## config.mk

```make
export PLATFORM = sky130hd
export DESIGN_NAME = gemm_tile_controller
export DESIGN_NICKNAME = d
export VERILOG_FILES = /design/src/rtl/gemm_ctrl_pkg.sv /design/src/rtl/wrap_counter.sv /design/src/rtl/gemm_tile_controller.sv
export SDC_FILE = /design/constraint.sdc
export NUM_CORES = 1
export LEC_CHECK = 0
export BUFFER_PORTS_ARGS = -buffer_cell sky130_fd_sc_hd__buf_2
export CORE_ASPECT_RATIO = 1.4
export CORE_MARGIN = 2
export CORE_UTILIZATION = 60
export CTS_BUF_LIST = sky130_fd_sc_hd__clkbuf_4
export CTS_CLUSTER_DIAMETER = 50
export DETAILED_ROUTE_END_ITERATION = 7
export PLACE_DENSITY = 0.86
export SLEW_MARGIN = 0
export SYNTH_ARGS = -nofsm -noshare
export SYNTH_HDL_FRONTEND = slang
export SYNTH_SLANG_ARGS = --single-unit
```

## constraint.sdc

```tcl
create_clock -name clk_i -period 8 [get_ports clk_i]
set_clock_uncertainty 0.2 [all_clocks]
set_input_delay 2.4 -clock clk_i [delete_from_list [all_inputs] [get_ports clk_i]]
set_output_delay 2.4 -clock clk_i [all_outputs]
set_load 0.01 [all_outputs]
```

## src/rtl/gemm_ctrl_pkg.sv

```systemverilog
// gemm_ctrl_pkg
// Shared types for the GEMM tile controller:
//   state_e      - controller FSM states (2-bit encoding)
//   loop_order_e - loop nesting selection; K is always the innermost loop
package gemm_ctrl_pkg;

   typedef enum logic [1:0] {
      ST_IDLE   = 2'd0,
      ST_BUSY   = 2'd1,
      ST_FLUSH  = 2'd2,
      ST_FINISH = 2'd3
   } state_e;

   typedef enum logic {
      ORDER_M_OUTER = 1'b0,   // M outer, N middle
      ORDER_N_OUTER = 1'b1    // N outer, M middle
   } loop_order_e;

endpackage

```

## src/rtl/wrap_counter.sv

```systemverilog
// wrap_counter
// Index counter that wraps to zero after reaching a runtime ceiling.
// Ports:
//   clk_i, rst_ni  - clock, asynchronous active-low reset
//   tick_i         - advance the count by one (wraps at the ceiling)
//   clear_i        - force the count to zero (has priority over tick_i)
//   ceiling_i      - highest count value (size - 1)
//   count_o        - current count
//   last_o         - count is at (or, defensively, beyond) the ceiling
module wrap_counter #(
   parameter int Width = 16
) (
   input  logic             clk_i,
   input  logic             rst_ni,
   input  logic             tick_i,
   input  logic             clear_i,
   input  logic [Width-1:0] ceiling_i,
   output logic [Width-1:0] count_o,
   output logic             last_o
);

   logic [Width-1:0] count_q;
   logic [Width-1:0] count_d;

   // Using >= keeps the counter bounded even if the ceiling ever shrinks below it.
   assign last_o  = (count_q >= ceiling_i);
   assign count_o = count_q;

   // Next-count selection: clear, wrap or increment.
   always_comb begin
      count_d = count_q;
      if (clear_i) begin
         count_d = '0;
      end else if (tick_i) begin
         if (last_o) begin
            count_d = '0;
         end else begin
            count_d = count_q + Width'(1);
         end
      end else begin
         count_d = count_q;
      end
   end

   // Count register.
   always_ff @(posedge clk_i or negedge rst_ni) begin
      if (!rst_ni) begin
         count_q <= '0;
      end else begin
         count_q <= count_d;
      end
   end

endmodule

```

## src/rtl/gemm_tile_controller.sv

```systemverilog
// gemm_tile_controller
// Sequences operand beats over an M x N x K GEMM iteration space (K innermost,
// M/N nesting selectable) and emits one tagged result per output element.
// Ports:
//   clk_i, rst_ni                    - clock, asynchronous active-low reset
//   start_i, loop_order_i            - start request and loop nesting (sampled in Idle)
//   M_size_i, K_size_i, N_size_i     - problem dimensions in beats
//   input_valid_i / input_ready_o    - operand beat handshake
//   M_count_o, N_count_o, K_count_o  - indices of the current beat
//   acc_clear_o                      - current beat starts a new output element
//   result_valid_o / result_ready_i  - result handshake
//   result_m_o, result_n_o           - result tag (M/N indices of the element)
//   busy_o                           - operation in progress (Busy or Flush)
//   done_o                           - single-cycle completion pulse
module gemm_tile_controller
   import gemm_ctrl_pkg::*;
#(
   parameter int AddrWidth = 16
) (
   input  logic                 clk_i,
   input  logic                 rst_ni,
   input  logic                 start_i,
   input  logic                 loop_order_i,
   input  logic [AddrWidth-1:0] M_size_i,
   input  logic [AddrWidth-1:0] K_size_i,
   input  logic [AddrWidth-1:0] N_size_i,
   input  logic                 input_valid_i,
   output logic                 input_ready_o,
   output logic [AddrWidth-1:0] M_count_o,
   output logic [AddrWidth-1:0] N_count_o,
   output logic [AddrWidth-1:0] K_count_o,
   output logic                 acc_clear_o,
   output logic                 result_valid_o,
   input  logic                 result_ready_i,
   output logic [AddrWidth-1:0] result_m_o,
   output logic [AddrWidth-1:0] result_n_o,
   output logic                 busy_o,
   output logic                 done_o
);

   state_e                 state_q;
   loop_order_e            order_q;
   logic [AddrWidth-1:0]   m_size_q;
   logic [AddrWidth-1:0]   n_size_q;
   logic [AddrWidth-1:0]   k_size_q;
   logic                   result_valid_q;
   logic [AddrWidth-1:0]   result_m_q;
   logic [AddrWidth-1:0]   result_n_q;
   logic                   busy_q;
   logic                   done_q;

   logic [AddrWidth-1:0]   m_count_s;
   logic [AddrWidth-1:0]   n_count_s;
   logic [AddrWidth-1:0]   k_count_s;
   logic                   m_last_s;
   logic                   n_last_s;
   logic                   k_last_s;
   logic                   m_tick_s;
   logic                   n_tick_s;
   logic                   mid_tick_s;
   logic                   outer_tick_s;
   logic                   mid_last_s;
   logic                   outer_last_s;
   logic                   beat_s;
   logic                   last_beat_s;
   logic                   clear_s;
   logic                   start_zero_s;

   // Ready only while Busy and the result slot is free or being drained this cycle.
   assign input_ready_o = (state_q == ST_BUSY) && (!result_valid_q || result_ready_i);
   assign beat_s        = input_valid_i && input_ready_o;

   // Middle/outer roles are assigned by the latched loop order.
   assign mid_last_s    = (order_q == ORDER_M_OUTER) ? n_last_s : m_last_s;
   assign outer_last_s  = (order_q == ORDER_M_OUTER) ? m_last_s : n_last_s;
   assign mid_tick_s    = beat_s && k_last_s;
   assign outer_tick_s  = mid_tick_s && mid_last_s;
   assign n_tick_s      = (order_q == ORDER_M_OUTER) ? mid_tick_s : outer_tick_s;
   assign m_tick_s      = (order_q == ORDER_M_OUTER) ? outer_tick_s : mid_tick_s;
   assign last_beat_s   = beat_s && k_last_s && mid_last_s && outer_last_s;

   assign clear_s       = ((state_q == ST_IDLE) && start_i) || (state_q == ST_FINISH);
   assign start_zero_s  = (M_size_i == '0) || (N_size_i == '0) || (K_size_i == '0);

   wrap_counter #(.Width(AddrWidth)) u_k_counter (
      .clk_i     (clk_i),
      .rst_ni    (rst_ni),
      .tick_i    (beat_s),
      .clear_i   (clear_s),
      .ceiling_i (k_size_q - AddrWidth'(1)),
      .count_o   (k_count_s),
      .last_o    (k_last_s)
   );

   wrap_counter #(.Width(AddrWidth)) u_n_counter (
      .clk_i     (clk_i),
      .rst_ni    (rst_ni),
      .tick_i    (n_tick_s),
      .clear_i   (clear_s),
      .ceiling_i (n_size_q - AddrWidth'(1)),
      .count_o   (n_count_s),
      .last_o    (n_last_s)
   );

   wrap_counter #(.Width(AddrWidth)) u_m_counter (
      .clk_i     (clk_i),
      .rst_ni    (rst_ni),
      .tick_i    (m_tick_s),
      .clear_i   (clear_s),
      .ceiling_i (m_size_q - AddrWidth'(1)),
      .count_o   (m_count_s),
      .last_o    (m_last_s)
   );

   // Controller FSM with latched configuration, result register and status outputs.
   always_ff @(posedge clk_i or negedge rst_ni) begin
      if (!rst_ni) begin
         state_q        <= ST_IDLE;
         order_q        <= ORDER_M_OUTER;
         m_size_q       <= '0;
         n_size_q       <= '0;
         k_size_q       <= '0;
         result_valid_q <= 1'b0;
         result_m_q     <= '0;
         result_n_q     <= '0;
         busy_q         <= 1'b0;
         done_q         <= 1'b0;
      end else begin
         // A new result wins over draining so continuous ready sees no bubble.
         if (beat_s && k_last_s) begin
            result_valid_q <= 1'b1;
            result_m_q     <= m_count_s;
            result_n_q     <= n_count_s;
         end else if (result_ready_i) begin
            result_valid_q <= 1'b0;
         end else begin
            result_valid_q <= result_valid_q;
         end

         case (state_q)
            ST_IDLE: begin
               if (start_i) begin
                  order_q  <= loop_order_e'(loop_order_i);
                  m_size_q <= M_size_i;
                  n_size_q <= N_size_i;
                  k_size_q <= K_size_i;
                  if (start_zero_s) begin
                     state_q <= ST_FINISH;
                     done_q  <= 1'b1;
                     busy_q  <= 1'b0;
                  end else begin
                     state_q <= ST_BUSY;
                     done_q  <= 1'b0;
                     busy_q  <= 1'b1;
                  end
               end else begin
                  state_q <= ST_IDLE;
               end
            end
            ST_BUSY: begin
               if (last_beat_s) begin
                  state_q <= ST_FLUSH;
               end else begin
                  state_q <= ST_BUSY;
               end
            end
            ST_FLUSH: begin
               if (result_valid_q && result_ready_i) begin
                  state_q <= ST_FINISH;
                  done_q  <= 1'b1;
                  busy_q  <= 1'b0;
               end else begin
                  state_q <= ST_FLUSH;
               end
            end
            ST_FINISH: begin
               state_q <= ST_IDLE;
               done_q  <= 1'b0;
               busy_q  <= 1'b0;
            end
            default: begin
               state_q <= ST_IDLE;
               done_q  <= 1'b0;
               busy_q  <= 1'b0;
            end
         endcase
      end
   end

   assign M_count_o      = m_count_s;
   assign N_count_o      = n_count_s;
   assign K_count_o      = k_count_s;
   assign acc_clear_o    = (state_q == ST_BUSY) && (k_count_s == '0);
   assign result_valid_o = result_valid_q;
   assign result_m_o     = result_m_q;
   assign result_n_o     = result_n_q;
   assign busy_o         = busy_q;
   assign done_o         = done_q;

endmodule

```

# Word-level counts from Yosys, hierarchy flattened

Cells that the tools add are included.

Multiply operators: 0
Add/subtract/negate cells: 6
Shifts and indexed selects: 0
Bitwise gates (word level): 0
$lt $le $gt $ge: 3
Mux-type cells: 28
Reduce and logical (&&, ||, !) cells: 25
Div/mod/pow operators: 0
Equality and inequality tests: 5

Operators with widths:

| cell                    | number |
|---|---|
| $mux W16                | 9 |
| $logic_not A16 Y1       | 4 |
| $add A16 B1 Y16 const B | 3 |
| $ge A16 B16 Y1          | 3 |
| $sub A16 B1 Y16 const B | 3 |
| $mux W1                 | 13 |
| $logic_and A1 B1 Y1     | 8 |
| $pmux W2 S4             | 1 |
| $reduce_bool A2 Y1      | 4 |
| $mux W2                 | 3 |
| $pmux W1 S3             | 2 |
| $eq A2 B2 Y1 const B    | 2 |
| $logic_or A1 B1 Y1      | 4 |
| $ne A2 B2 Y1 const B    | 2 |
| $reduce_and A3 Y1       | 1 |
| $reduce_bool A3 Y1      | 1 |
| $eq A2 B1 Y1 const B    | 1 |
| $logic_not A2 Y1        | 1 |
| $reduce_and A2 Y1       | 1 |
| $logic_not A1 Y1        | 1 |

Bits in registers: 134
Memories: 0
Logic and storage cells: 80
Input port bits: 54
Output and inout port bits: 85
Latch bits: 0
Memory bits (read-only): 0
RAM bits: 0

# Depth between registers and ports, before layout

Gate-level depths: netlist (run 1).

Depth after elaboration: 9
Gate-level depth with buffers: 16
Gate-level depth less buffers: 14

# Modules after synthesis

A second synthesis (run 1) with hierarchy kept.

Cell total of the unflattened synthesis: 834
Area total of the unflattened synthesis: 8214.1 sq um

By module, submodules not included:

| module                          | area an instance (sq um) | instances | cells an instance | sequential area each (sq um) |
|---|---|---|---|---|
| gemm_tile_controller            | 4290.4                   | 1         | 357               | 2152.1 |
| wrap_counter at u_k_counter ... | 1311.3                   | 2         | 163               | 400.4 |
| wrap_counter at u_n_counter     | 1301.2                   | 1         | 151               | 400.4 |

# Worst setup path before layout (run 1)

OpenSTA, ideal clock, no wires.

Path kind: input -> output
From: input port result_ready_i
To: output port input_ready_o
Required time: 5.400 ns
Path buffers: 0
Setup slack: 2.653 ns
Cell stages on the path: 2
Data arrival time: 2.747 ns
Path through: nand2b_1 > and2_1

Longest elaborated chain between the ends: 2

RTL lines:

| item                | RTL line                   | text |
|---|---|---|
| from (decl)         | gemm_tile_controller.sv:34 | `input logic result_ready_i,` |
| $logic_or A1 B1 Y1  | gemm_tile_controller.sv:70 | `assign input_ready_o = (state_q == ST_BUSY) && (!result_valid_q \|\| result_ready_i);` |
| $logic_and A1 B1 Y1 | gemm_tile_controller.sv:70 |  |
| to (decl)           | gemm_tile_controller.sv:28 | `output logic input_ready_o,` |

No other way between the ends.

# Final worst setup path (run 1)

Same ends and word-level chain as after synthesis.

==> results of run 1 <==
==> placed cells by master (no fill, tap or decap), types with 7 or more instances in the layout <==
cell / n
a211oi_1: 9
a21oi_1: 21
a22o_1: 14
and2_1: 7
and3_1: 10
buf_2: 137
clkbuf_4: 17
dfrtp_1: 134
ha_1: 60
inv_1: 30
mux2_2: 78
nand2_1: 57
nand3_1: 24
nand4_1: 19
nor2_1: 51
nor2b_1: 8
nor3_1: 27
nor4_1: 26
o211ai_1: 16
o21ai_0: 19
o22ai_1: 8
or3_1: 12
xnor2_1: 33
xor2_1: 19
==> state kept, by name (all words and copies together) (netlist names), 2 cells and up <==
register and cells:
m_size_q 16, result_n_o 16, u_k_counter.count_o 16, k_size_q 16, result_m_o 16, n_size_q 16
u_m_counter.count_o 16, state_q 2, u_n_counter.count_o 16
==> worst max-delay path, stage by stage <==
cell and delay [ns]:
buf_2 0.10, nand2b_1 0.17, and2_1 0.17, buf_2 0.13
==> path summary, 6_finish.rpt <==
kind | from | end | slack, ns | depth (start not counted)
max | result_ready_i | input_ready_o | 2.43 | 4
min in group asynchronous | rst_ni | result_n_o[3] | 1.64 | 1
min reg2reg | result_m_o[7] | result_m_o[7] | 0.30 | 1
min | result_m_o[7] | result_m_o[7] | 0.30 | 1
max reg2reg | n_size_q[0] | u_m_counter.count_o[14] | 2.60 | 14
max in group asynchronous | rst_ni | k_size_q[10] | 4.69 | 2
==> metrics by stage <==
step	cell area (um^2)	utilization
after global placement	8860	0.671
after global routing	9200	0.697
final	9200	0.697
after floorplan	8020	-
after CTS	9190	0.696
after detailed placement	8860	0.671
==> cells by family (layout without fill, tap and decap cells) <==
| family | count (synthesis) | count (layout) | share of synthesized area |
|---|---|---|---|
| compound gates | 126 | 126 | 0.115 |
| xor+xnor | 52 | 52 | 0.0568 |
| fa+ha+maj | 60 | 60 | 0.0937 |
| buf+inv | 49 | 203 | 0.0284 |
| flops | 134 | 134 | 0.418 |
| mux | 82 | 82 | 0.115 |
| other cells | 0 | 1 | 0 |
| simple gates | 267 | 267 | 0.172 |
==> cell usage after synthesis (16+ instances only) <==
master	number	area [um^2]
o211ai_1	16	120
mux2_2	78	878
o21ai_0	19	95.1
nor2_1	51	191
nand4_1	19	119
nand2_1	58	218
nand3_1	24	120
ha_1	60	751
xor2_1	19	166
nor4_1	26	163
a21oi_1	21	105
xnor2_1	33	289
dfrtp_1	134	3350
inv_1	30	113
nor3_1	27	135
==> where the power goes <==
part           leakage (nW)  internal (mW)  switching [mW]
Clock                 0.172          0.275           0.260
Combinational          2.40          0.508           0.621
Sequential             1.74          0.847           0.237
Total                  4.32           1.63            1.12
==> cell type report <==
type / count / area (um^2) / share of cell area
Inverter: 30 / 113 / 0.0122
Sequential cell: 134 / 3350 / 0.365
Clock inverter: 14 / 209 / 0.0227
Timing Repair Buffer: 142 / 727 / 0.0790
Tap cell: 182 / 228 / 0.0248
Clock buffer: 17 / 128 / 0.0139
Antenna cell: 1 / 2.50 / 0.000272
Multi-Input combinational cell: 587 / 4440 / 0.482
==> layer usage <==
metal  vias up  track usage
li1       3158            -
met1      3332        0.356
met2       258        0.495
met3        54       0.0466
met4         0        0.115
met5         -            0
==> flow_summary.ini, run 1 <==
[timing]
min_period_ns = 5.57
slew_viol_final = 0
hold_slack_ns = 0.304
rsz0062_at_grt = false
max_freq_mhz = 179
worstMarginPinSlew_ns = 1.15
hold_viol = 0
maxSlewHeadroom = 0.234
setup_tns_ns = 0
fin_crit_sh = 0.697
setup_ws_ns = 2.43
setup_violations = 0

[status]
status = completed

[power_and_ir_drop]
p_leak_nw = 4.32
vdd_drop_max_mv = 0.210
power_density_nw_per_um2 = 299
power.total_mw = 2.75

[clock_tree]
cts_buffers = 17
post_cts_buffers = 0
clk_pin_slew_ns = 0.12
htreeDepth = 4
cts_root_buffer = clkbuf_4
cts_tree = built
clock_sinks = 134
ctsHoldBuffers = 0
clk_latency_ns = 0.55
cts_resized = 0
clock_path_buffers = 2

[hold_path]
hold_path_class = reg -> reg

[yosys]
seq_area_frac_synth = 0.418
ys_ff_latch = 134
yosys_warnings = 0
synth_edf_count = 0
synth_area_per_cell_um2 = 10.4
syn_inst = 770
yosysUniqueCellTypes = 57
async_reset_ff_frac = 1.00
syn_nets = 884
ys.flop_type = dfrtp_1
syn-cell-area_um2 = 8020

[global_route]
grt_pass1_vias = 6629
antenna_found_initial = 1
gr-total-overflow = 0
grt.total_usage = 0.287
grt_max_degree = 69
grt_pass1_wl_mm = 32.6

[routing]
routedWlPerCell_um = 18.0
dr.pass1.iters = 5
ant_nets = 0
top_layer_used = met4
wl_met1_mm = 8.05
wl_met2_mm = 10.3
drt_iter0_markers = 479
drc_errors = 0
met3_length_um = 973
routed_wirelength_mm = 19.9
vias_per_cell = 6.14
dr_total_vias = 6802

[floorplan]
io_pins = 139
die_w_um = 102
die_h_um = 141
coreArea_um2 = 13200
die-area_um2 = 14300
initial_core_util = 0.607
num_rows = 50

[place]
dp_cells = 1075
gp_congestion = 0.875
dp_slack_ns = 2.43
hpwl_mm = 14.1
port_buffers = 138

[critical_path]
worstPathArrival_ns = 2.97
cp.required_ns = 5.40
crit_path_start_kind = input pin
critPathMaxFanout = 4
critical_path_class = in -> out
cp-end-kind = output port

[cells_and_area]
finish.net_count = 1026
instances_no_fill = 1107
nFillCells = 965
syn_to_final_growth_pct = 14.7
drive_above_1_share = 0.279

[run]
maxCapViolations = 0
Note: power is estimated with default switching activity, not from simulation.
==> inputs of run 2 (changes only) <==
--- a/config.mk
+++ b/config.mk
@@ -8,11 +8,11 @@
 export BUFFER_PORTS_ARGS = -buffer_cell sky130_fd_sc_hd__buf_2
 export CORE_ASPECT_RATIO = 1.4
 export CORE_MARGIN = 2
-export CORE_UTILIZATION = 60
+export CORE_UTILIZATION = 53
 export CTS_BUF_LIST = sky130_fd_sc_hd__clkbuf_4
 export CTS_CLUSTER_DIAMETER = 50
 export DETAILED_ROUTE_END_ITERATION = 7
-export PLACE_DENSITY = 0.86
+export PLACE_DENSITY = 0.8
 export SLEW_MARGIN = 0
 export SYNTH_ARGS = -nofsm -noshare
 export SYNTH_HDL_FRONTEND = slang
==> constraint.sdc (replaced) <==
create_clock -name clk_i -period 4.92 [get_ports clk_i]
set_clock_uncertainty 0.2 [all_clocks]
set_input_delay 1.476 -clock clk_i [delete_from_list [all_inputs] [get_ports clk_i]]
set_output_delay 1.476 -clock clk_i [all_outputs]
set_load 0.01 [all_outputs]
==> flow_summary.ini, run 2 (synthesized netlist as in run 1, its figures left out) <==
[clock_tree]
post_cts_buffers = 0
cts_buffers = 17
cts_tree = built
clock_sinks = 134
ctsHoldBuffers = 0
clk_latency_ns = 0.56
cts_resized = 0
clock_path_buffers = 2
cts_root_buffer = clkbuf_4
clk_pin_slew_ns = 0.13
htreeDepth = 4

[cells_and_area]
design_area_um2 = 9260
final_cell_mix = 137 x buf_2, 134 x dfrtp_1, 78 x mux2_2, 60 x ha_1, 57 x nand2_1
syn_to_final_growth_pct = 15.5
mostFrequentLayoutCell = buf_2
finish.net_count = 1031
post-route-util = 0.620
instances_no_fill = 1123
drive_above_1_share = 0.282
nFillCells = 1270

[timing]
slew_viol_final = 0
setup_violations = 0
worstMarginPinSlew_ns = 1.13
min_period_ns = 4.44
hold_slack_ns = 0.296
maxSlewHeadroom = 0.247
max_freq_mhz = 225
setup_ws_ns = 0.479
hold_viol = 0
fin_crit_sh = 0.903
setup_tns_ns = 0
rsz0062_at_grt = false

[place]
dp_cells = 1090
hpwl_mm = 14.3
dp_slack_ns = 0.512
port_buffers = 138
placed_area_um2 = 8920
gp_congestion = 0.924

[critical_path]
cp-startpoint = k_size_q[8]
r2r_start = k_size_q[8]
critical_path_class = reg -> reg
worstPathArrival_ns = 4.71
r2r_cells = 12
critPathMaxFanout = 17
crit_path_start_kind = flip-flop
cp.required_ns = 5.18
cp-end-kind = flip-flop

[floorplan]
coreArea_um2 = 14900
die_h_um = 150
initial_core_util = 0.537
die-area_um2 = 16100
num_rows = 53
io_pins = 139
die_w_um = 108

[routing]
vias_per_cell = 5.98
dr_total_vias = 6714
drt_iter0_markers = 509
drc_errors = 0
routedWlPerCell_um = 17.3
ant_nets = 0
routed_wirelength_mm = 19.4
dr.pass1.iters = 6

[global_route]
grt.total_usage = 0.249
antenna_found_initial = 1
gr-total-overflow = 0
grt_pass1_wl_mm = 31.7
grt_pass1_vias = 6576
grt_max_degree = 85

[status]
status = completed

[hold_path]
hold_path_class = reg -> reg
worstHoldPathCells = 1
min_from = result_m_o[0]

[power_and_ir_drop]
vdd_drop_max_mv = 0.258
power.total_mw = 4.47
p_leak_nw = 4.35
power_density_nw_per_um2 = 482

[run]
maxCapViolations = 0
## run 2: cell count changes in the layout (fill, tap and decap cells not counted), sizes merged
cell and change:
inv +2, buf +5, clkinv -1
## run 2: critical path: stages, from the launching register on
cell and delay (ns):
dfrtp_1 0.43, or4_1 0.56, or3_1 0.34, nor4_1 0.24
xnor2_1 0.12, ha_1 0.30, nand4_1 0.13, or4_1 0.54
a221o_2 0.39, a31oi_4 0.49, o211ai_1 0.16, buf_4 0.21
o31ai_1 0.22
## run 2: final cells by class
type                       instances  area [um^2]  area share
antenna                            1         2.50    0.000270
clock buffer                      17          128      0.0138
clock inverter                    15          208      0.0224
inverter                          30          113      0.0122
multi-input combinational        587         4440       0.479
sequential                       134         3350       0.362
tap                              192          240      0.0259
timing repair buffer             147          777      0.0839
## run 2: power by group
group	internal, mW	switching (mW)
registers	1.38	0.375
clock network	0.448	0.430
logic	0.836	1.00
total	2.66	1.81
## run 2: final timing paths
path                                            to  slack, ns
max                        u_m_counter.count_o[15]       0.48
min                                  result_m_o[0]       0.30
max reg2reg                u_m_counter.count_o[15]       0.48
min reg2reg                          result_m_o[0]       0.30
max in group asynchronous  u_n_counter.count_o[10]       2.92
min in group asynchronous           result_m_o[13]       0.75
## run 2: layer usage
layer | GRT usage | up-vias | wire (um)
met5 | 0 | - | 0
met2 | 0.425 | 247 | 9750
li1 | - | 3173 | -
met4 | 0.104 | 0 | 603
met1 | 0.309 | 3244 | 7980
met3 | 0.0444 | 50 | 1110
